**src/rtl/lt24_pkg.sv**
```systemverilog
// rtl/lt24_pkg.sv - shared display geometry, colours and arbiter state encodings
package lt24_pkg;

  localparam int LT24_WIDTH      = 240;
  localparam int LT24_HEIGHT     = 320;
  localparam int LT24_MAX_STREAK = 4;

  localparam logic [15:0] RGB565_BLACK = 16'h0000;
  localparam logic [15:0] RGB565_RED   = 16'hF800;
  localparam logic [15:0] RGB565_GREEN = 16'h07E0;
  localparam logic [15:0] RGB565_BLUE  = 16'h001F;
  localparam logic [15:0] RGB565_WHITE = 16'hFFFF;

  typedef enum logic [1:0] {
    IDLE = 2'd0,
    OWN0 = 2'd1,
    OWN1 = 2'd2
  } arb_state_t;

  // Unsigned, non-wrapping bounds check of a pixel coordinate.
  function automatic logic pixel_in_range(input logic [7:0] x, input logic [8:0] y,
                                          input int width, input int height);
    return (32'(x) < 32'(width)) && (32'(y) < 32'(height));
  endfunction

endpackage

```
**src/rtl/lt24_pixel_reg.sv**
```systemverilog
// rtl/lt24_pixel_reg.sv - single-entry registered pixel output stage
module lt24_pixel_reg
  import lt24_pkg::*;
(
  input  logic        clk,
  input  logic        resetn,
  input  logic        i_flush,
  input  logic        i_valid,
  input  logic [7:0]  i_x,
  input  logic [8:0]  i_y,
  input  logic [15:0] i_data,
  output logic        o_ready,
  output logic        o_valid,
  output logic [7:0]  o_x,
  output logic [8:0]  o_y,
  output logic [15:0] o_data,
  input  logic        i_ready
);

  logic        r_valid;
  logic [7:0]  r_x;
  logic [8:0]  r_y;
  logic [15:0] r_data;

  // The entry can take a new pixel when empty or when it drains this cycle,
  // which is what lets a burst stream at one pixel per clock.
  assign o_ready = ~r_valid | i_ready;

  // Load on accept, otherwise empty once the display takes the pixel.
  always_ff @(posedge clk) begin
    if (!resetn) begin
      r_valid <= 1'b0;
      r_x     <= '0;
      r_y     <= '0;
      r_data  <= '0;
    end else if (i_flush) begin
      r_valid <= 1'b0;
    end else if (i_valid && o_ready) begin
      r_valid <= 1'b1;
      r_x     <= i_x;
      r_y     <= i_y;
      r_data  <= i_data;
    end else if (i_ready) begin
      r_valid <= 1'b0;
    end
  end

  assign o_valid = r_valid;
  assign o_x     = r_x;
  assign o_y     = r_y;
  assign o_data  = r_data;

endmodule

```
**src/rtl/lt24_pixel_arbiter.sv**
```systemverilog
// rtl/lt24_pixel_arbiter.sv - burst arbiter sharing the LT24 pixel port between two renderers
module lt24_pixel_arbiter
  import lt24_pkg::*;
#(
  parameter int WIDTH      = LT24_WIDTH,
  parameter int HEIGHT     = LT24_HEIGHT,
  parameter int MAX_STREAK = LT24_MAX_STREAK
) (
  input  logic        clock,
  input  logic        globalReset,
  input  logic        displayBusy,
  input  logic [1:0]  reqValid,
  input  logic [1:0]  reqLast,
  input  logic [15:0] reqX,
  input  logic [17:0] reqY,
  input  logic [31:0] reqData,
  output logic [1:0]  reqReady,
  output logic [1:0]  grant,
  output logic [7:0]  xAddr,
  output logic [8:0]  yAddr,
  output logic [15:0] pixelData,
  output logic        pixelWrite,
  input  logic        pixelReady,
  output logic [7:0]  dropCount
);

  localparam int SW = $clog2(MAX_STREAK + 1);

  arb_state_t  r_state;
  arb_state_t  w_next_state;
  logic [SW-1:0] r_streak;
  logic [7:0]  r_drop_count;

  logic        w_sel1;
  logic [7:0]  w_beat_x;
  logic [8:0]  w_beat_y;
  logic [15:0] w_beat_data;
  logic        w_beat_last;
  logic        w_can_load;
  logic        w_accept;
  logic        w_in_range;
  logic        w_load;

  // Mux the granted port's beat onto a single path.
  assign w_sel1      = (r_state == OWN1);
  assign w_beat_x    = w_sel1 ? reqX[15:8]     : reqX[7:0];
  assign w_beat_y    = w_sel1 ? reqY[17:9]     : reqY[8:0];
  assign w_beat_data = w_sel1 ? reqData[31:16] : reqData[15:0];
  assign w_beat_last = w_sel1 ? reqLast[1]     : reqLast[0];

  assign reqReady   = grant & {2{w_can_load & ~displayBusy}};
  assign w_accept   = |(reqValid & reqReady);
  assign w_in_range = pixel_in_range(w_beat_x, w_beat_y, WIDTH, HEIGHT);
  assign w_load     = w_accept & w_in_range;

  // State register; the grant is decoded from it so it is effectively registered.
  always_ff @(posedge clock) begin
    if (!globalReset) r_state <= IDLE;
    else              r_state <= w_next_state;
  end

  // Next-state: port 1 wins ties until it has starved port 0 for MAX_STREAK bursts.
  always_comb begin
    w_next_state = r_state;
    if (displayBusy) begin
      w_next_state = IDLE;
    end else begin
      case (r_state)
        IDLE: begin
          if (reqValid[1] && ((r_streak < SW'(MAX_STREAK)) || !reqValid[0]))
            w_next_state = OWN1;
          else if (reqValid[0])
            w_next_state = OWN0;
        end
        OWN0, OWN1: begin
          if (w_accept && w_beat_last) w_next_state = IDLE;
        end
        default: w_next_state = IDLE;
      endcase
    end
  end

  // Output decode: one-hot grant for the owning port.
  always_comb begin
    grant = 2'b00;
    case (r_state)
      OWN0:    grant = 2'b01;
      OWN1:    grant = 2'b10;
      default: grant = 2'b00;
    endcase
  end

  // Count how many port-1 bursts in a row were granted over a waiting port 0.
  always_ff @(posedge clock) begin
    if (!globalReset) begin
      r_streak <= '0;
    end else if (r_state == IDLE) begin
      if (!reqValid[0])
        r_streak <= '0;
      else if (w_next_state == OWN0)
        r_streak <= '0;
      else if ((w_next_state == OWN1) && (r_streak < SW'(MAX_STREAK)))
        r_streak <= r_streak + 1'b1;
    end
  end

  // Saturating count of accepted beats that fell outside the panel.
  always_ff @(posedge clock) begin
    if (!globalReset)
      r_drop_count <= '0;
    else if (w_accept && !w_in_range && (r_drop_count != 8'hFF))
      r_drop_count <= r_drop_count + 8'd1;
  end

  assign dropCount = r_drop_count;

  lt24_pixel_reg u_pixel_reg (
    .clk     (clock),
    .resetn  (globalReset),
    .i_flush (displayBusy),
    .i_valid (w_load),
    .i_x     (w_beat_x),
    .i_y     (w_beat_y),
    .i_data  (w_beat_data),
    .o_ready (w_can_load),
    .o_valid (pixelWrite),
    .o_x     (xAddr),
    .o_y     (yAddr),
    .o_data  (pixelData),
    .i_ready (pixelReady)
  );

endmodule

```
**config.mk**
```make
export PLATFORM = sky130hd
export DESIGN_NAME = lt24_pixel_arbiter
export DESIGN_NICKNAME = d
export VERILOG_FILES = /design/src/rtl/lt24_pkg.sv /design/src/rtl/lt24_pixel_reg.sv /design/src/rtl/lt24_pixel_arbiter.sv
export SDC_FILE = /design/constraint.sdc
export NUM_CORES = 1
export LEC_CHECK = 0
export ABC_AREA = 1
export CORE_MARGIN = 3
export CORE_UTILIZATION = 38
export DETAILED_ROUTE_END_ITERATION = 10
export PLACE_DENSITY = 0.78
export SYNTH_ARGS = -nofsm -noshare
export SYNTH_HDL_FRONTEND = slang
export SYNTH_SLANG_ARGS = --single-unit
export TNS_END_PERCENT = 1
```
**constraint.sdc**
```tcl
create_clock -name clock -period 1.85 [get_ports clock]
set_input_delay 0.185 -clock clock [delete_from_list [all_inputs] [get_ports clock]]
set_output_delay 0.185 -clock clock [all_outputs]
set_load 0.1 [all_outputs]
```
==> impl_metrics.py, run 1 <==
metrics = {
    "critical_path": {
        "crit_arrival_ps": 2090,
        "worstSetupPathDepth": 13,
        "r2r_start": "r_state[0]",
        "critPathSlowestCell": "dfxtp_4",
        "timing.rr.end": "dropCount[5]",
        "cpPeakStageDelay_ps": 360,
        "cp.buffers_inverters": 3,
        "critPathLaunchType": "flip-flop",
        "end_kind": "flip-flop",
        "required_ps": 2050,
        "cp_max_fo": 7,
        "ff2ff_setup_slack_ps": -40,
        "crit_family": "simple AND/OR/NAND/NOR gates",
        "cp_cell_sequence": "inv_4 > ha_4 > buf_6 > nand2_2 > o21ai_1 > inv_1 > nand2_4 > o21ai_4 > nand3_4 > nor2_4 > nand2_2 > o21ai_2 > a21oi_2",
        "crit_top_cell": "nand2_2",
        "crit_type": "flip-flop to flip-flop",
        "reg2reg_depth": 13,
    },
    "yosys": {
        "synth-compound-area-share_pct": 19.19,
        "syn_area_um2": 2601,
        "synthAdderAreaFrac_pct": 2.886,
        "synth_seq_cells": 47,
        "muxShareOfSynthArea_pct": 0,
        "ys_warn_count": 0,
        "postSynthNetCount": 458,
        "synth_xor_area_share_pct": 0.3367,
        "syn_area_per_cell_um2": 6.882,
        "postSynthCellCount": 378,
        "synth_cell_types": 35,
        "synth_top_family_by_area": "simple AND/OR/NAND/NOR gates",
        "ys_seq_area_share_pct": 36.17,
        "synth-simple-area-share_pct": 27.61,
    },
    "power_and_ir_drop": {
        "leakage_uw": 0.001904,
        "power_density_nw_per_um2": 606.8,
        "sw_frac_of_total_pct": 31.19,
        "seqPwrFrac_pct": 41.5,
        "finalPower_uw": 2555,
        "p_clk_share_pct": 30.4,
        "netSwitchingPower_uw": 796.7,
        "internal_power_uw": 1758,
        "combPwrFrac_pct": 28.1,
        "ir_drop_mv": 0.4121,
    },
    "die": {
        "die_area_um2": 7874,
        "num_rows": 29,
        "die_x_um": 88.74,
        "coreArea_um2": 6495,
        "initial_utilization_pct": 40.05,
        "boundaryPins": 120,
        "die_h_um": 88.74,
    },
    "global_routing": {
        "grt_overflow_total": 0,
        "grt_use_total_pct": 18.92,
        "grt_max_degree": 17,
        "grt_pass1_wl_um": 11900,
        "antenna_found_initial": 0,
        "grt_pass1_vias": 2624,
    },
    "timing": {
        "relSlewSlack_pct": 80.85,
        "worst_pin_slew_ps": 289.7,
        "setup_viol": 1,
        "timing.final.ws_setup_ps": -42.63,
        "rsz0062_at_grt": "true",
        "min_period_ps": 1893,
        "max_freq_mhz": 528.4,
        "setup_tns_ps": -42.63,
        "fin_worst_skew_ps": 7.137,
        "hold_viol": 0,
        "min_period_over_period_pct": 102.3,
        "drv_slew": 0,
    },
    "clock_tree": {
        "clock_sinks": 47,
        "cts_buffers": 5,
        "cts_tree": "done",
        "clk_latency_ps": 300,
        "cts.htree.levels": 2,
        "cts_root_buf": "clkbuf_8",
        "clockBufferDepth": 2,
        "clk_pin_slew_ps": 90,
    },
    "min_path": {
        "hold_depth": 2,
        "hold_class": "flip-flop to flip-flop",
        "hp-start": "u_pixel_reg.o_x[0]",
        "hold_end": "u_pixel_reg.o_x[0]",
    },
    "outcome": {
        "status": "complete, but fails checks",
        "violations": "setup timing",
    },
    "placement": {
        "place.gp.congestion": 0.8356,
        "port_buffers": 119,
        "hpwlAfterDp_um": 5625,
        "dp_slack_ps": -22.82,
    },
    "route": {
        "drtAntennaViolNets": 0,
        "via_per_inst": 4.745,
        "drc_errors": 0,
        "num_vias": 2823,
        "drt_wl_total_um": 7552,
        "drtPass1Iterations": 4,
        "wl_per_cell_um": 12.69,
        "first_iter_violations": 75,
    },
    "run": {
        "maxCapViolCount": 0,
    },
    "final_layout": {
        "areaGrowthSynthToFinish_pct": 61.86,
        "regArea_um2": 953.4,
        "multiInputGateArea_um2": 1375,
        "final_util_pct": 64.82,
        "fin_nets": 597,
        "insertedDiodeCount": 0,
        "layout-drive-gt1-share_pct": 26.06,
        "n_fill_cell": 569,
    },
}
-- registers in the layout (all words and copies together) (netlist names) --
name and flops:
r_streak 3, dropCount 8, u_pixel_reg.o_valid 1, r_state 2
u_pixel_reg.o_data 16, u_pixel_reg.o_x 8, u_pixel_reg.o_y 9
-- worst register-to-register path, cell delays in order, from the launching register on --
cell and delay [ps]:
dfxtp_4 360, inv_4 40, ha_4 190, buf_6 140, nand2_2 40, o21ai_1 50, inv_1 100, nand2_4 80
o21ai_4 180, nand3_4 130, nor2_4 190, nand2_2 90, o21ai_2 150, a21oi_2 40
-- per-layer routing --
| layer | vias up | share of wire (%) | wire [um] | track usage (%) |
|---|---|---|---|---|
| met2 | 88 | 52 | 3895 | 35.09 |
| met5 | - | 0 | 0 | 0 |
| met4 | 0 | 1.7 | 129 | 5.632 |
| met1 | 1259 | 40 | 2992 | 21.39 |
| li1 | 1465 | - | - | - |
| met3 | 11 | 7.1 | 533 | 4.283 |
-- power by group through the flow --
stage	clock, uW	sequential, uW	combinational, uW
3_3_place_gp	0	1080	671
4_1_cts	795	1060	698
6_report	777	1060	717
5_1_grt	837	1060	776
3_5_place_dp	0	1080	681
2_1_floorplan	0	1230	272
-- repair_timing --
| item | CTS | global route |
|---|---|---|
| pin swaps | 5 | 9 |
| hold buffers | 0 | 0 |
| buffers inserted | 5 | 6 |
| endpoints found under the hold margin | 0 | 0 |
| resized for setup | 8 | 13 |
| setup endpoints to repair | 19 | 43 |
| gates cloned | 1 | 1 |
-- layout by cell type (no fill, tap or decap), types with 2 or more instances in the layout --
cell,count
buf_12,6
o21ai_2,2
inv_2,3
ha_4,2
inv_1,51
dfxtp_2,7
buf_4,66
o21ai_4,2
nor2_1,9
nor2_4,3
buf_6,5
nand3_1,8
o21ai_0,30
inv_4,2
nand2_2,13
nand3_2,2
o21ai_1,6
clkbuf_8,5
a21oi_1,40
nand3_4,2
dfxtp_1,39
a21oi_2,2
clkdlybuf4s50_1,73
ha_1,4
nand2_1,114
-- per-stage QoR --
| step | cell area [um2] | hold slack (ps) | instances |
|---|---|---|---|
| 2_1_floorplan | 2660 | 256.0 | 378 |
| 3_3_place_gp | 3905 | 431.4 | 574 |
| 3_5_place_dp | 3905 | 435.5 | 574 |
| 4_1_cts | 4104 | 450.8 | 588 |
| 5_1_grt | 4210 | 471.9 | 595 |
| 6_report | 4210 | 447.2 | 595 |
-- Yosys cell counts (all sizes together) --
cell | number | share of area, %
and3 | 1 | 0.24
or2 | 1 | 0.24
nor2 | 12 | 2.0
xor2 | 1 | 0.34
nand2 | 128 | 20
nand3 | 12 | 3.7
a21oi | 43 | 8.7
inv | 56 | 8.1
o211ai | 2 | 0.77
o21ai | 40 | 8.6
clkbuf | 7 | 1.0
a31oi | 1 | 0.24
buf | 13 | 4.7
nor3b | 1 | 0.29
nor3 | 2 | 0.82
nand4 | 2 | 0.72
a211oi | 1 | 0.29
a31o | 1 | 0.34
o21a | 1 | 0.29
ha | 6 | 2.9
dfxtp | 47 | 36
-- final cells by class --
type | count | share of cell area (%)
flip-flops and latches | 47 | 22.64
well taps | 77 | 2.288
inverters | 56 | 5.111
clock inverters | 3 | 1.100
repair buffers | 152 | 34.56
multi-input cells | 255 | 32.66
clock buffers | 5 | 1.634
-- cells by family after synthesis --
family	Yosys count
simple gates	159
xor+xnor	1
fa+ha+maj	6
buf+inv	76
compound gates	89
flops	47
-- worst max path at each step --
stage	start	end	slack, ps
after CTS	r_state[0]	u_pixel_reg.o_data[0]	-7
after detailed placement	r_state[0]	dropCount[5]	-20
after global routing	r_state[0]	dropCount[5]	-140
after global placement	r_state[0]	u_pixel_reg.o_data[13]	-8
final	r_state[0]	dropCount[5]	-40
after floorplan	r_state[0]	dropCount[7]	-100
No activity file was read; power rests on OpenSTA's default activity.
==> inputs of run 2 (changes only) <==
Settings changed: HOLD_SLACK_MARGIN from default to 0.05.
==> results of run 2 <==
No change in the layout: final DEF, timing and power equal those of run 1.
==> inputs of run 3 (changes only) <==
Settings changed: CORE_ASPECT_RATIO from default to 1.25.
==> run 3 against run 2 <==
  * The run still ends with setup timing left
  * Global-route usage down 1.8 points
  * Clock skew decreased by 3.2 ps
  * Sequential share of layout area shrank 0.54 points
  * Clock-buffer cell count up 2
  * Total power down 2.5%
  * Clock power shrank 14%
  * Critical path depth down 2
  * First-iteration DRC count is 23% higher
  * Hold slack worse by 2.6 ps
  * Combinational power up 6.1%
  * Largest power group unchanged
  * Highest routed layer unchanged
==> impl_metrics.py, run 3 (same netlist as run 1, synthesis figures left out) <==
metrics = {
    "outcome": {
        "status": "complete, but fails checks",
        "violations": "setup timing",
    },
    "global_routing": {
        "grt_max_degree": 53,
        "antenna_found_initial": 0,
        "grt_pass1_wl_um": 11030,
        "grt_overflow_total": 0,
        "grt_pass1_vias": 2570,
        "grt_use_total_pct": 17.09,
    },
    "critical_path": {
        "ff2ff_setup_slack_ps": -4,
        "cp_max_fo": 8,
        "crit_type": "flip-flop to flip-flop",
        "crit_start": "r_state[0]",
        "critPathSlowestCell": "dfxtp_4",
        "crit_end": "u_pixel_reg.o_x[7]",
        "cp_cell_sequence": "inv_4 > ha_4 > buf_6 > nand2_2 > nand2_4 > o21ai_4 > o211ai_4 > buf_12 > buf_4 > o21ai_2 > a21oi_1",
        "end_kind": "flip-flop",
        "timing.rr.end": "u_pixel_reg.o_x[7]",
        "critPathLaunchType": "flip-flop",
        "r2r_start": "r_state[0]",
        "crit_arrival_ps": 2040,
        "reg2reg_depth": 11,
        "cpPeakStageDelay_ps": 360,
        "required_ps": 2040,
    },
    "placement": {
        "hpwlAfterDp_um": 5318,
        "port_buffers": 119,
        "place.gp.congestion": 0.8408,
        "dp_slack_ps": -7.386,
    },
    "final_layout": {
        "largest_register_ffs": 16,
        "final_common_cell": "nand2_1",
        "n_fill_cell": 580,
        "insertedDiodeCount": 0,
        "final_util_pct": 65.38,
        "fin_nets": 590,
        "layout-drive-gt1-share_pct": 30.39,
        "areaGrowthSynthToFinish_pct": 66.04,
        "layout_common_cells": "nand2_1 (109), clkdlybuf4s50_1 (73), buf_4 (58)",
    },
    "clock_tree": {
        "cts_root_buf": "clkbuf_8",
        "clockBufferDepth": 2,
        "clk_latency_ps": 290,
        "cts_buffers": 5,
        "cts.htree.levels": 2,
        "cts_tree": "done",
        "clk_pin_slew_ps": 80,
        "clock_sinks": 47,
    },
    "timing": {
        "min_period_over_period_pct": 100.2,
        "relSlewSlack_pct": 80.69,
        "hold_viol": 0,
        "rsz0062_at_grt": "true",
        "whs_ps": 444.6,
        "timing.final.ws_setup_ps": -4.431,
        "min_period_ps": 1854,
        "drv_slew": 0,
        "worst_pin_slew_ps": 292.0,
        "setup_viol": 2,
        "fin_worst_skew_ps": 3.950,
        "max_freq_mhz": 539.2,
    },
    "route": {
        "drc_errors": 0,
        "via_per_inst": 4.663,
        "drt_wl_total_um": 7458,
        "wl_per_cell_um": 12.49,
        "first_iter_violations": 92,
        "drtAntennaViolNets": 0,
        "drtPass1Iterations": 4,
        "num_vias": 2784,
    },
    "die": {
        "die_area_um2": 7880,
        "num_rows": 33,
        "die_x_um": 80,
        "coreArea_um2": 6606,
        "die_h_um": 98.51,
        "initial_utilization_pct": 39.38,
        "boundaryPins": 120,
    },
    "power_and_ir_drop": {
        "ir_drop_mv": 0.3715,
        "power_density_nw_per_um2": 576.5,
        "leakage_uw": 0.001951,
    },
    "run": {
        "maxCapViolCount": 0,
    },
    "min_path": {
        "hold_depth": 2,
        "hold_class": "flip-flop to flip-flop",
    },
}
-- run 3: worst min-delay path by stage --
stage | startpoint | endpoint | slack (ps)
2_1_floorplan | displayBusy | u_pixel_reg.o_valid | 260
3_3_place_gp | u_pixel_reg.o_x[0] | u_pixel_reg.o_x[0] | 430
3_5_place_dp | u_pixel_reg.o_y[1] | u_pixel_reg.o_y[1] | 430
4_1_cts | u_pixel_reg.o_y[1] | u_pixel_reg.o_y[1] | 450
5_1_grt | u_pixel_reg.o_y[8] | u_pixel_reg.o_y[8] | 460
6_report | u_pixel_reg.o_data[12] | u_pixel_reg.o_data[12] | 440
-- run 3: repair_timing --
item	in CTS	in global routing
cloned	0	3
hold endpoints to repair	0	0
setup buffers	0	8
resized for setup	2	85
hold buffers	0	0
pin swaps	0	16
endpoints found under the setup margin	4	40
-- run 3: routing by layer --
layer	wire length, um	global-route usage, %
met5	0	0
met4	98	4.811
met3	392	3.839
met2	4081	31.12
met1	2885	19.66
-- run 3: through the flow --
stage | power, uW | instances | instance area [um2] | setup TNS [ps]
after floorplan | 1501 | 378 | 2660 | -818.9
after global placement | 1753 | 579 | 3905 | 0
after detailed placement | 1764 | 579 | 3905 | -10.92
after CTS | 2444 | 586 | 4009 | 0
after global routing | 2622 | 597 | 4319 | -1366
final | 2490 | 597 | 4319 | -5.077
-- run 3: area by class of cell --
type / instances / area [um2] / area share (%)
sequential: 47 / 954.7 / 22.10
clock buffer: 7 / 97.59 / 2.260
timing repair buffer: 145 / 1425 / 33.00
tap: 87 / 108.9 / 2.520
inverter: 56 / 220.2 / 5.098
multi-input combinational: 255 / 1513 / 35.02
-- run 3: power by group --
group	internal [uW]	total (uW)	switching, uW
sequential	1040	1060	19.2
clock	342	669	327
combinational	326	761	435
total	1710	2490	781
-- run 3: critical path: cells and delay by family, from the launching register on --
family,cells,cell delay [ps]
compound gates,4,550
buf+inv,4,500
flops,1,360
fa+ha+maj,1,200
simple gates,2,140
